File: src/rtl/fragment_hazard_scheduler.sv
// fragment_hazard_scheduler
//
// Purpose: an in-order fragment scheduler that sits in front of the
// per-fragment pipeline. It forwards fragments through a single registered
// output stage and keeps the framebuffer index of every fragment that has
// been issued but not yet written back. An incoming fragment whose index
// matches an in-flight entry is held off until that entry retires. This
// keeps read-after-write hazards off the color, depth and stencil buffers.
// A flush request drains every in-flight fragment and then pulses
// flushDone, so a framebuffer commit can follow.
//
// Ports:
//   aclk, resetn                  clock and asynchronous active-low reset
//   s_frag_*                      upstream fragment channel (valid/ready)
//   m_frag_*                      downstream fragment channel, registered
//   wb_valid, wb_index            write-back observed from the pipeline;
//                                 retires the oldest in-flight entry
//   flush                         drain request (level), sampled in RUN
//   flushDone                     one-cycle pulse when the drain completes
//   busy                          scoreboard non-empty or output stage full
//   protocolError                 sticky; cleared only by reset
//   stallCycles                   hazard stall counter
//
// Build option: define FRAGMENT_HAZARD_STATS_EN to compile the saturating
// hazard stall counter. Without it, stallCycles is tied to zero.
//
// FSM states:
//   state    | meaning
//   ---------+-----------------------------------------------------------
//   ST_RUN   | normal forwarding; flush moves to ST_DRAIN
//   ST_DRAIN | no new fragments; wait for empty scoreboard and output
//   ST_DONE  | flushDone pulse for one cycle, then back to ST_RUN

module fragment_hazard_scheduler #(
  parameter int FRAMEBUFFER_INDEX_WIDTH = 14,
  parameter int PAYLOAD_WIDTH           = 112,
  parameter int ENTRIES                 = 8
) (
  input  logic                               aclk,
  input  logic                               resetn,
  input  logic                               s_frag_tvalid,
  output logic                               s_frag_tready,
  input  logic                               s_frag_tlast,
  input  logic [FRAMEBUFFER_INDEX_WIDTH-1:0] s_frag_tindex,
  input  logic [PAYLOAD_WIDTH-1:0]           s_frag_tpayload,
  output logic                               m_frag_tvalid,
  input  logic                               m_frag_tready,
  output logic                               m_frag_tlast,
  output logic [FRAMEBUFFER_INDEX_WIDTH-1:0] m_frag_tindex,
  output logic [PAYLOAD_WIDTH-1:0]           m_frag_tpayload,
  input  logic                               wb_valid,
  input  logic [FRAMEBUFFER_INDEX_WIDTH-1:0] wb_index,
  input  logic                               flush,
  output logic                               flushDone,
  output logic                               busy,
  output logic                               protocolError,
  output logic [31:0]                        stallCycles
);

  localparam int PTR_W = $clog2(ENTRIES);
  localparam int CNT_W = PTR_W + 1;

  typedef enum logic [1:0] {
    ST_RUN   = 2'd0,
    ST_DRAIN = 2'd1,
    ST_DONE  = 2'd2
  } state_t;

  state_t state_q, state_d;

  logic [FRAMEBUFFER_INDEX_WIDTH-1:0] sb_idx_q [ENTRIES];
  logic [FRAMEBUFFER_INDEX_WIDTH-1:0] sb_idx_d [ENTRIES];
  logic [PTR_W-1:0]                   head_q, head_d;
  logic [PTR_W-1:0]                   tail_q, tail_d;
  logic [CNT_W-1:0]                   count_q, count_d;

  logic                               m_valid_q, m_valid_d;
  logic                               m_last_q, m_last_d;
  logic [FRAMEBUFFER_INDEX_WIDTH-1:0] m_index_q, m_index_d;
  logic [PAYLOAD_WIDTH-1:0]           m_payload_q, m_payload_d;

  logic                               prot_err_q, prot_err_d;

  logic in_run;
  logic hit;
  logic full;
  logic out_free;
  logic accept;
  logic retire;
  logic wb_err;

  // ---------------------------------------------------------------------
  // FSM: state register / next-state / outputs
  // ---------------------------------------------------------------------
  always_ff @(posedge aclk or negedge resetn) begin
    if (!resetn) begin
      state_q <= ST_RUN;
    end else begin
      state_q <= state_d;
    end
  end

  always_comb begin
    state_d = state_q;
    unique case (state_q)
      ST_RUN: begin
        if (flush) state_d = ST_DRAIN;
      end
      ST_DRAIN: begin
        if ((count_q == '0) && !m_valid_q) state_d = ST_DONE;
      end
      ST_DONE: begin
        state_d = ST_RUN;
      end
      default: begin
        state_d = ST_RUN;
      end
    endcase
  end

  always_comb begin
    in_run    = (state_q == ST_RUN);
    flushDone = (state_q == ST_DONE);
  end

  // ---------------------------------------------------------------------
  // Hazard detection. Slot i is live when its distance from the head is
  // below count. Pointer arithmetic wraps because ENTRIES is a power of
  // two. A slot retiring this cycle is still live, so no bypass happens.
  // ---------------------------------------------------------------------
  always_comb begin
    logic [PTR_W-1:0] offset;
    hit    = 1'b0;
    offset = '0;
    for (int i = 0; i < ENTRIES; i++) begin
      offset = PTR_W'(i) - head_q;
      if ((CNT_W'(offset) < count_q) && (sb_idx_q[i] == s_frag_tindex)) begin
        hit = 1'b1;
      end
    end
  end

  // Full ignores a same-cycle retire, which keeps ready off the wb path.
  // resetn gates ready so that it reads low for the whole reset window.
  always_comb begin
    full          = (count_q == CNT_W'(ENTRIES));
    out_free      = !m_valid_q || m_frag_tready;
    s_frag_tready = resetn && in_run && out_free && !full && !hit;
    accept        = s_frag_tvalid && s_frag_tready;
    retire        = wb_valid && (count_q != '0);
    wb_err        = wb_valid && ((count_q == '0) || (sb_idx_q[head_q] != wb_index));
  end

  // ---------------------------------------------------------------------
  // Scoreboard FIFO
  // ---------------------------------------------------------------------
  always_comb begin
    sb_idx_d = sb_idx_q;
    head_d   = head_q;
    tail_d   = tail_q;
    count_d  = count_q;
    if (accept) begin
      sb_idx_d[tail_q] = s_frag_tindex;
      tail_d           = tail_q + PTR_W'(1);
    end
    if (retire) begin
      head_d = head_q + PTR_W'(1);
    end
    if (accept && !retire) begin
      count_d = count_q + CNT_W'(1);
    end else if (!accept && retire) begin
      count_d = count_q - CNT_W'(1);
    end
  end

  // ---------------------------------------------------------------------
  // Output stage. It loads on every accept. Because accept requires
  // out_free, the data stays stable while the stage is stalled.
  // ---------------------------------------------------------------------
  always_comb begin
    m_valid_d   = m_valid_q;
    m_last_d    = m_last_q;
    m_index_d   = m_index_q;
    m_payload_d = m_payload_q;
    if (accept) begin
      m_valid_d   = 1'b1;
      m_last_d    = s_frag_tlast;
      m_index_d   = s_frag_tindex;
      m_payload_d = s_frag_tpayload;
    end else if (m_frag_tready) begin
      m_valid_d = 1'b0;
    end
  end

  always_comb begin
    prot_err_d = prot_err_q || wb_err;
  end

  always_ff @(posedge aclk or negedge resetn) begin
    if (!resetn) begin
      sb_idx_q    <= '{default: '0};
      head_q      <= '0;
      tail_q      <= '0;
      count_q     <= '0;
      m_valid_q   <= 1'b0;
      m_last_q    <= 1'b0;
      m_index_q   <= '0;
      m_payload_q <= '0;
      prot_err_q  <= 1'b0;
    end else begin
      sb_idx_q    <= sb_idx_d;
      head_q      <= head_d;
      tail_q      <= tail_d;
      count_q     <= count_d;
      m_valid_q   <= m_valid_d;
      m_last_q    <= m_last_d;
      m_index_q   <= m_index_d;
      m_payload_q <= m_payload_d;
      prot_err_q  <= prot_err_d;
    end
  end

  always_comb begin
    m_frag_tvalid   = m_valid_q;
    m_frag_tlast    = m_last_q;
    m_frag_tindex   = m_index_q;
    m_frag_tpayload = m_payload_q;
    busy            = (count_q != '0) || m_valid_q;
    protocolError   = prot_err_q;
  end

  // ---------------------------------------------------------------------
  // Hazard stall statistics
  // ---------------------------------------------------------------------
`ifdef FRAGMENT_HAZARD_STATS_EN
  logic [31:0] stall_q, stall_d;

  always_comb begin
    stall_d = stall_q;
    if (in_run && s_frag_tvalid && hit && (stall_q != 32'hFFFF_FFFF)) begin
      stall_d = stall_q + 32'd1;
    end
  end

  always_ff @(posedge aclk or negedge resetn) begin
    if (!resetn) begin
      stall_q <= '0;
    end else begin
      stall_q <= stall_d;
    end
  end

  assign stallCycles = stall_q;
`else
  assign stallCycles = 32'd0;
`endif

endmodule

File: config.mk
export PLATFORM = sky130hd
export DESIGN_NAME = fragment_hazard_scheduler
export DESIGN_NICKNAME = d
export VERILOG_FILES = /design/src/rtl/fragment_hazard_scheduler.sv
export SDC_FILE = /design/constraint.sdc
export NUM_CORES = 1
export LEC_CHECK = 0
export BUFFER_PORTS_ARGS = -buffer_cell sky130_fd_sc_hd__buf_2
export CAP_MARGIN = 5
export CORE_ASPECT_RATIO = 0.9
export CORE_MARGIN = 3
export CORE_UTILIZATION = 25
export CTS_CLUSTER_DIAMETER = 40
export DETAILED_ROUTE_END_ITERATION = 6
export GPL_TIMING_DRIVEN = 0
export HOLD_SLACK_MARGIN = 0.06
export PLACE_DENSITY = 0.52
export SLEW_MARGIN = 30
export SYNTH_ARGS = -nofsm -noshare
export SYNTH_HDL_FRONTEND = slang
export SYNTH_SLANG_ARGS = --single-unit
File: constraint.sdc
create_clock -name aclk -period 5.31 [get_ports aclk]
set_input_delay 0.7965 -clock aclk [delete_from_list [all_inputs] [get_ports aclk]]
set_output_delay 0.7965 -clock aclk [all_outputs]
set_load 0.01 [all_outputs]
# Word level (Yosys, flattened, before mapping)
# Cells that the tools add are included.
# totals
inputBits	147
wordCells	111
regBits	253
# classes
reduce_logical	34
n_addsub	12
bitwise_logic	2
mux	21
n_lt_le_gt_ge	11
n_eq_ne	14
# op_table
operator	count
bitwise mux 112 bit	1
equality test 14 bit	8
binary-select mux 14 bit (select 3 bit)	1
demux 14 bit (select 3 bit)	1
two-way mux 14 bit	3
less-than comparator 3 x 4 -> 1 bit	8
logical AND 1 bit	19
!= test 14 bit	1
subtractor 3 bit, first input constant	4
two-way mux 1 bit	10
greater-or-equal comparator 4 bit, second input constant	2
two-way mux 4 bit	2
inverter 3 -> 4 bit	2
adder 3 x 1 -> 3 bit, second input constant	2
subtractor 1 x 3 -> 3 bit, first input constant	2
subtractor 2 x 3 -> 3 bit, first input constant	2
logical NOT 1 bit	5
adder 4 x 1 -> 4 bit, second input constant	1
equality test 4 bit, second input constant	1
logical NOT 4 bit	1
logical OR 1 bit	4
less-than comparator 4 x 1 -> 1 bit, second input constant	1
two-way mux 2 bit	2
!= test 2 bit, second input constant	2
8 further kinds	9

# Depth between registers and ports, before layout
# depth
depth_word	18
depth_mapped	23
ltp_nobuf	18

# Worst setup path before layout
# OpenSTA, ideal clock, no wires.
# synth_timing
kind	reg2reg
from	register head_q[1]
to	register count_q[3]
synth_period_minus_slack_ns	4.280
path_buffers	4
arrival_ns	4.145
setup_ns	0.135
setup_slack_ns	1.030
stages_incl_launch_ff	23
path_cell_list	dfrtp_1 > buf_2 > clkinv_1 > ha_1 > inv_1 > ha_1 > a21o_1 > a21oi_1 > o2111ai_1 > nand4_1 > or4b_1 > buf_2 > buf_6 > buf_6 > inv_1 > ha_1 > inv_1 > ha_1 > a21o_1 > a21oi_1 > xnor2_1 > nor2_1 > xor2_1
# synth_between
elab_chain_len	17
word_cells_on_any_way	40
# synth_lines
item	line_no	source
start, declared	73	logic [PTR_W-1:0] head_q, head_d;
start signal, assigned	202	head_q <= '0;
start signal, assigned	212	head_q <= head_d;
subtractor 1 x 3 -> 3 bit	136	offset = PTR_W'(i) - head_q;
less-than comparator 3 x 4 -> 1 bit	137	if ((CNT_W'(offset) < count_q) && (sb_idx_q[i] == s_frag_tindex)) begin
logical AND 1 bit	137	
two-way mux 1 bit (7 in series)	137	
two-way mux 1 bit (*)	137	
logical NOT 1 bit (*)	148	s_frag_tready = resetn && in_run && out_free && !full && !hit;
logical AND 1 bit (*)	148	
logical AND 1 bit (*)	149	accept = s_frag_tvalid && s_frag_tready;
net accept	88	logic accept;
logical NOT 1 bit	171	end else if (!accept && retire) begin
logical AND 1 bit	171	
nonzero test 2 bit (no line)	n/a	
end signal, assigned	214	count_q <= count_d;
end, declared	75	logic [CNT_W-1:0] count_q, count_d;
# The timed path passes the listed nets; every way through them passes the cells marked *.
# A chain may end at the register's enable or synchronous reset.

# Final worst setup path
# layout_timing
from	register head_q[0]
to	register count_q[3]
# The elaborated chain is that of the path after synthesis.

==> metrics.md <==
| Metric | Value |
|---|---|
| Routed length per instance | `19.64 um` |
| Number of global-route vias before repair | `9352` |
| Crit-path slowest cell | `or4b_1` |
| Post-synth EDFFs | `0` |
| CP bufs+invs | `9` |
| RSZ-0062 raised after global routing | `false` |
| Share of cells above drive strength 1 | `55.21%` |
| Register area share after synthesis | `49.02%` |
| Top-Level Pins | `311` |
| Slowest cell delay on critical path | `0.53 ns` |
| Peak VDD IR | `0.2697 mV` |
| Post-route ant nets | `0` |
| Std-Cell Rows | `78` |
| Area share of fa/ha/maj cells after synthesis | `1.899%` |
| P_leak | `0.008591 uW` |
| Grt ovf | `0` |
| Final min period | `4.917 ns` |
| Xor/xnor cell area share of the yosys netlist | `9.291%` |
| Critical-path maximum fanout | `10` |
| Syn. warnings | `0` |
| Min Hold Slack | `0.4354 ns` |
| Die width | `245.6 um` |
| Final hold vios | `0` |
| Mux contribution to synthesized area | `29.19%` |
| Area Overhead vs Synth | `33.07%` |
| Setup_tns | `0 ns` |
| Root Driver | `clkbuf_16` |
| Max-Cap Viols | `0` |
| First-pass GRT wire length | `59200 um` |
| Die height | `221.6 um` |
| Final setup viols | `0` |
| DP Worst Slack | `-0.1913 ns` |
| Status | `finished clean` |
| Max frequency | `203.4 MHz` |
| CP Launch Point | `head_q[0]$_DFFE_PN0P_` |
| Worst slew pin tran | `0.8888 ns` |
| Final WL | `39000 um` |
| Clock-pin slew on the worst setup and hold paths | `0.06 ns` |
| First-pass DRT Iterations | `5` |
| Fin Clk Skew | `0.03543 ns` |
| Total global-route track usage | `14.40%` |
| Multi-input logic area | `0.005992 mm2` |
| Largest net degree at the start of global routing | `85` |
| Via density | `4.268` |
| Initial antenna violation count | `2` |
| Cts bufs inserted | `51` |
| Sink Count | `253` |
| Crit. End Element | `register` |
| Layout Nets | `1430` |
| Max Slew Vio Count | `0` |
| GPL Wtd Cong | `0.8328` |
| Die ar. | `0.05443 mm2` |
| Reg area | `0.006332 mm2` |
| Vias post-DR | `8477` |
| Post-DP HPWL | `28630 um` |
| CTS Buffer Depth | `3` |
| Skew-Pair Late Insertion Delay | `0.59 ns` |
| Pwr dens | `591.0 mW/mm2` |
| Synth Flop Type | `dfrtp_1` |
| Synthesized area per cell | `14.18 um2` |
| Crit Path Category | `register to register` |
| Distinct cell type count after synthesis | `43` |
| Asr flop ratio synth | `100.0%` |
| Period utilization | `92.59%` |
| Initial DRC count | `342` |
| Post-synthesis compound-gate area fraction | `1.453%` |
| Main combinational cell family by area after synthesis | `multiplexers` |
| Remaining DRCs | `0` |
| Relative slew slack | `40.75%` |
| Starting Density | `25.45%` |
| RR Startpoint | `head_q[0]$_DFFE_PN0P_` |
| Critical path data arrival time | `5.34 ns` |
| Port bufs | `264` |
| Synthesized instance count | `911` |
| Cell family with most CP delay | `buffers and inverters` |
| CP cell instances | `buf_2, buf_2, inv_1, ha_1, inv_1, ha_1, a21o_1, a21oi_1, o2111ai_1, nand4_1, or4b_1, buf_2, buf_6, buf_6, inv_1, ha_1, inv_1, ha_1, a21o_1, a21oi_1, xnor2_1, nor2_1, xor2_1` |
| # diodes | `0` |
| Critical Path Start Type | `register` |
| Core Region | `0.05075 mm2` |
| Hold path startpoint | `s_frag_tpayload[82]` |
| Post-Syn Area | `0.01291 mm2` |
| CTS tree | `yes` |
| Simple-Gate Fraction of Synth Area | `3.633%` |
| Worst EP required | `5.73 ns` |
| Setup WS post-layout | `0.3934 ns` |
| Tightest Hold Check Type | `input pin to register` |
| H-tree Lvls | `2` |
| Seq cells post-synth | `253` |
| Tot Pwr | `10160 uW` |
| Fillcell total | `5084` |
cell type report:
type | count | area share [%]
inverter | 16 | 0.3713
clock buffer | 62 | 8.140
tap | 680 | 4.951
clock inverter | 33 | 2.701
buffer | 93 | 3.793
timing repair buffer | 269 | 8.329
multi-input combinational | 580 | 34.87
sequential | 253 | 36.85
cell usage after synthesis, types with 14 or more instances:
cell type  number  area share, %
mux2_4         76            8.8
xnor2_1        37            2.5
nor4_1         18           0.87
inv_1          15           0.44
mux2_2        165             14
buf_4          53            3.1
mux2i_1        14            1.1
nand4_1        18           0.87
dfrtp_1       253             49
buf_2          26            1.0
ha_1           18            1.7
xor2_1        100            6.8
mux4_2         28            4.9
final timing paths:
path | cells past startpoint | endpoint | slack, ns
setup / recovery | 23 | count_q[3]$_DFFE_PN0P_ | 0.39
hold / removal | 2 | m_frag_tpayload[82]$_DFFE_PN0P_ | 0.44
setup reg to reg | 23 | count_q[3]$_DFFE_PN0P_ | 0.39
hold reg to reg | 1 | protocolError$_DFF_PN0_ | 0.45
max in group asynchronous | 5 | head_q[1]$_DFFE_PN0P_ | 3.09
min in group asynchronous | 2 | m_frag_tpayload[79]$_DFFE_PN0P_ | 0.65
power by group:
part	switching, uW	internal, uW
clock	1160	2290
sequential	546	2690
combinational	1660	1810
worst reg2reg max path, stage by stage, from the launching register on:
cell and delay, ns:
dfrtp_1 0.35, buf_2 0.17, buf_2 0.40, inv_1 0.09
ha_1 0.32, inv_1 0.06, ha_1 0.26, a21o_1 0.13
a21oi_1 0.10, o2111ai_1 0.30, nand4_1 0.17, or4b_1 0.53
buf_2 0.22, buf_6 0.20, buf_6 0.18, inv_1 0.07
ha_1 0.17, inv_1 0.09, ha_1 0.27, a21o_1 0.17
a21oi_1 0.17, xnor2_1 0.14, nor2_1 0.06, xor2_1 0.14
timing repair:
item                                    4_1_cts  5_1_grt
cloned                                        0        0
buffers inserted                              0        1
hold buffers                                  1        0
gates resized for setup                       2        1
endpoints found under the hold margin        25        0
endpoints found under the setup margin        1        1
pin swaps                                     0        0
cells in the final DEF, fill, tap and decap left out, types with 5 or more instances in the layout:
cell / instances
buf_6: 9
clkinvlp_4: 7
mux2_4: 76
nor3_1: 6
mux2_2: 165
clkbuf_1: 6
xor2_1: 100
nor2_1: 12
clkbuf_16: 52
conb_1: 32
dfrtp_1: 252
nand4_1: 18
buf_4: 55
a21o_1: 5
nand2_1: 8
inv_1: 15
clkbuf_8: 6
a21oi_1: 8
xnor2_1: 37
buf_2: 288
mux4_2: 28
bufinv_16: 8
ha_1: 18
nor4_1: 18
clkinv_2: 8
mux2i_1: 14
metal layers:
metal	vias up	track usage [%]	routed length (um)
met5	-	0	31
met4	4	5.218	1221
met3	82	4.148	2777
met2	280	22.50	17790
met1	4233	18.98	17180
li1	3878	-	-
sequential cells by signal (all words and copies together) (netlist names):
name / flops
m_frag_tpayload: 112
sb_idx_q: 112
m_frag_tindex: 14
count_q: 4
head_q: 3
tail_q: 3
state_q: 2
m_frag_tlast: 1
m_frag_tvalid: 1
protocolError: 1
metrics by stage:
stage          std cells  area (um2)  utilization [%]
2_1_floorplan        942       13030                -
3_3_place_gp        1886       15200            29.96
3_5_place_dp        1889       15300            30.14
4_1_cts             1985       17170            33.84
5_1_grt             1986       17190            33.86
6_report            1986       17190            33.86
kinds of logic after synthesis:
family | count (synthesis)
fa+ha+maj | 19
xor+xnor | 137
buf+inv | 109
mux | 283
other cells | 1
simple gates | 81
flops | 253
compound gates | 28
Note: power is estimated with default switching activity, not from simulation.
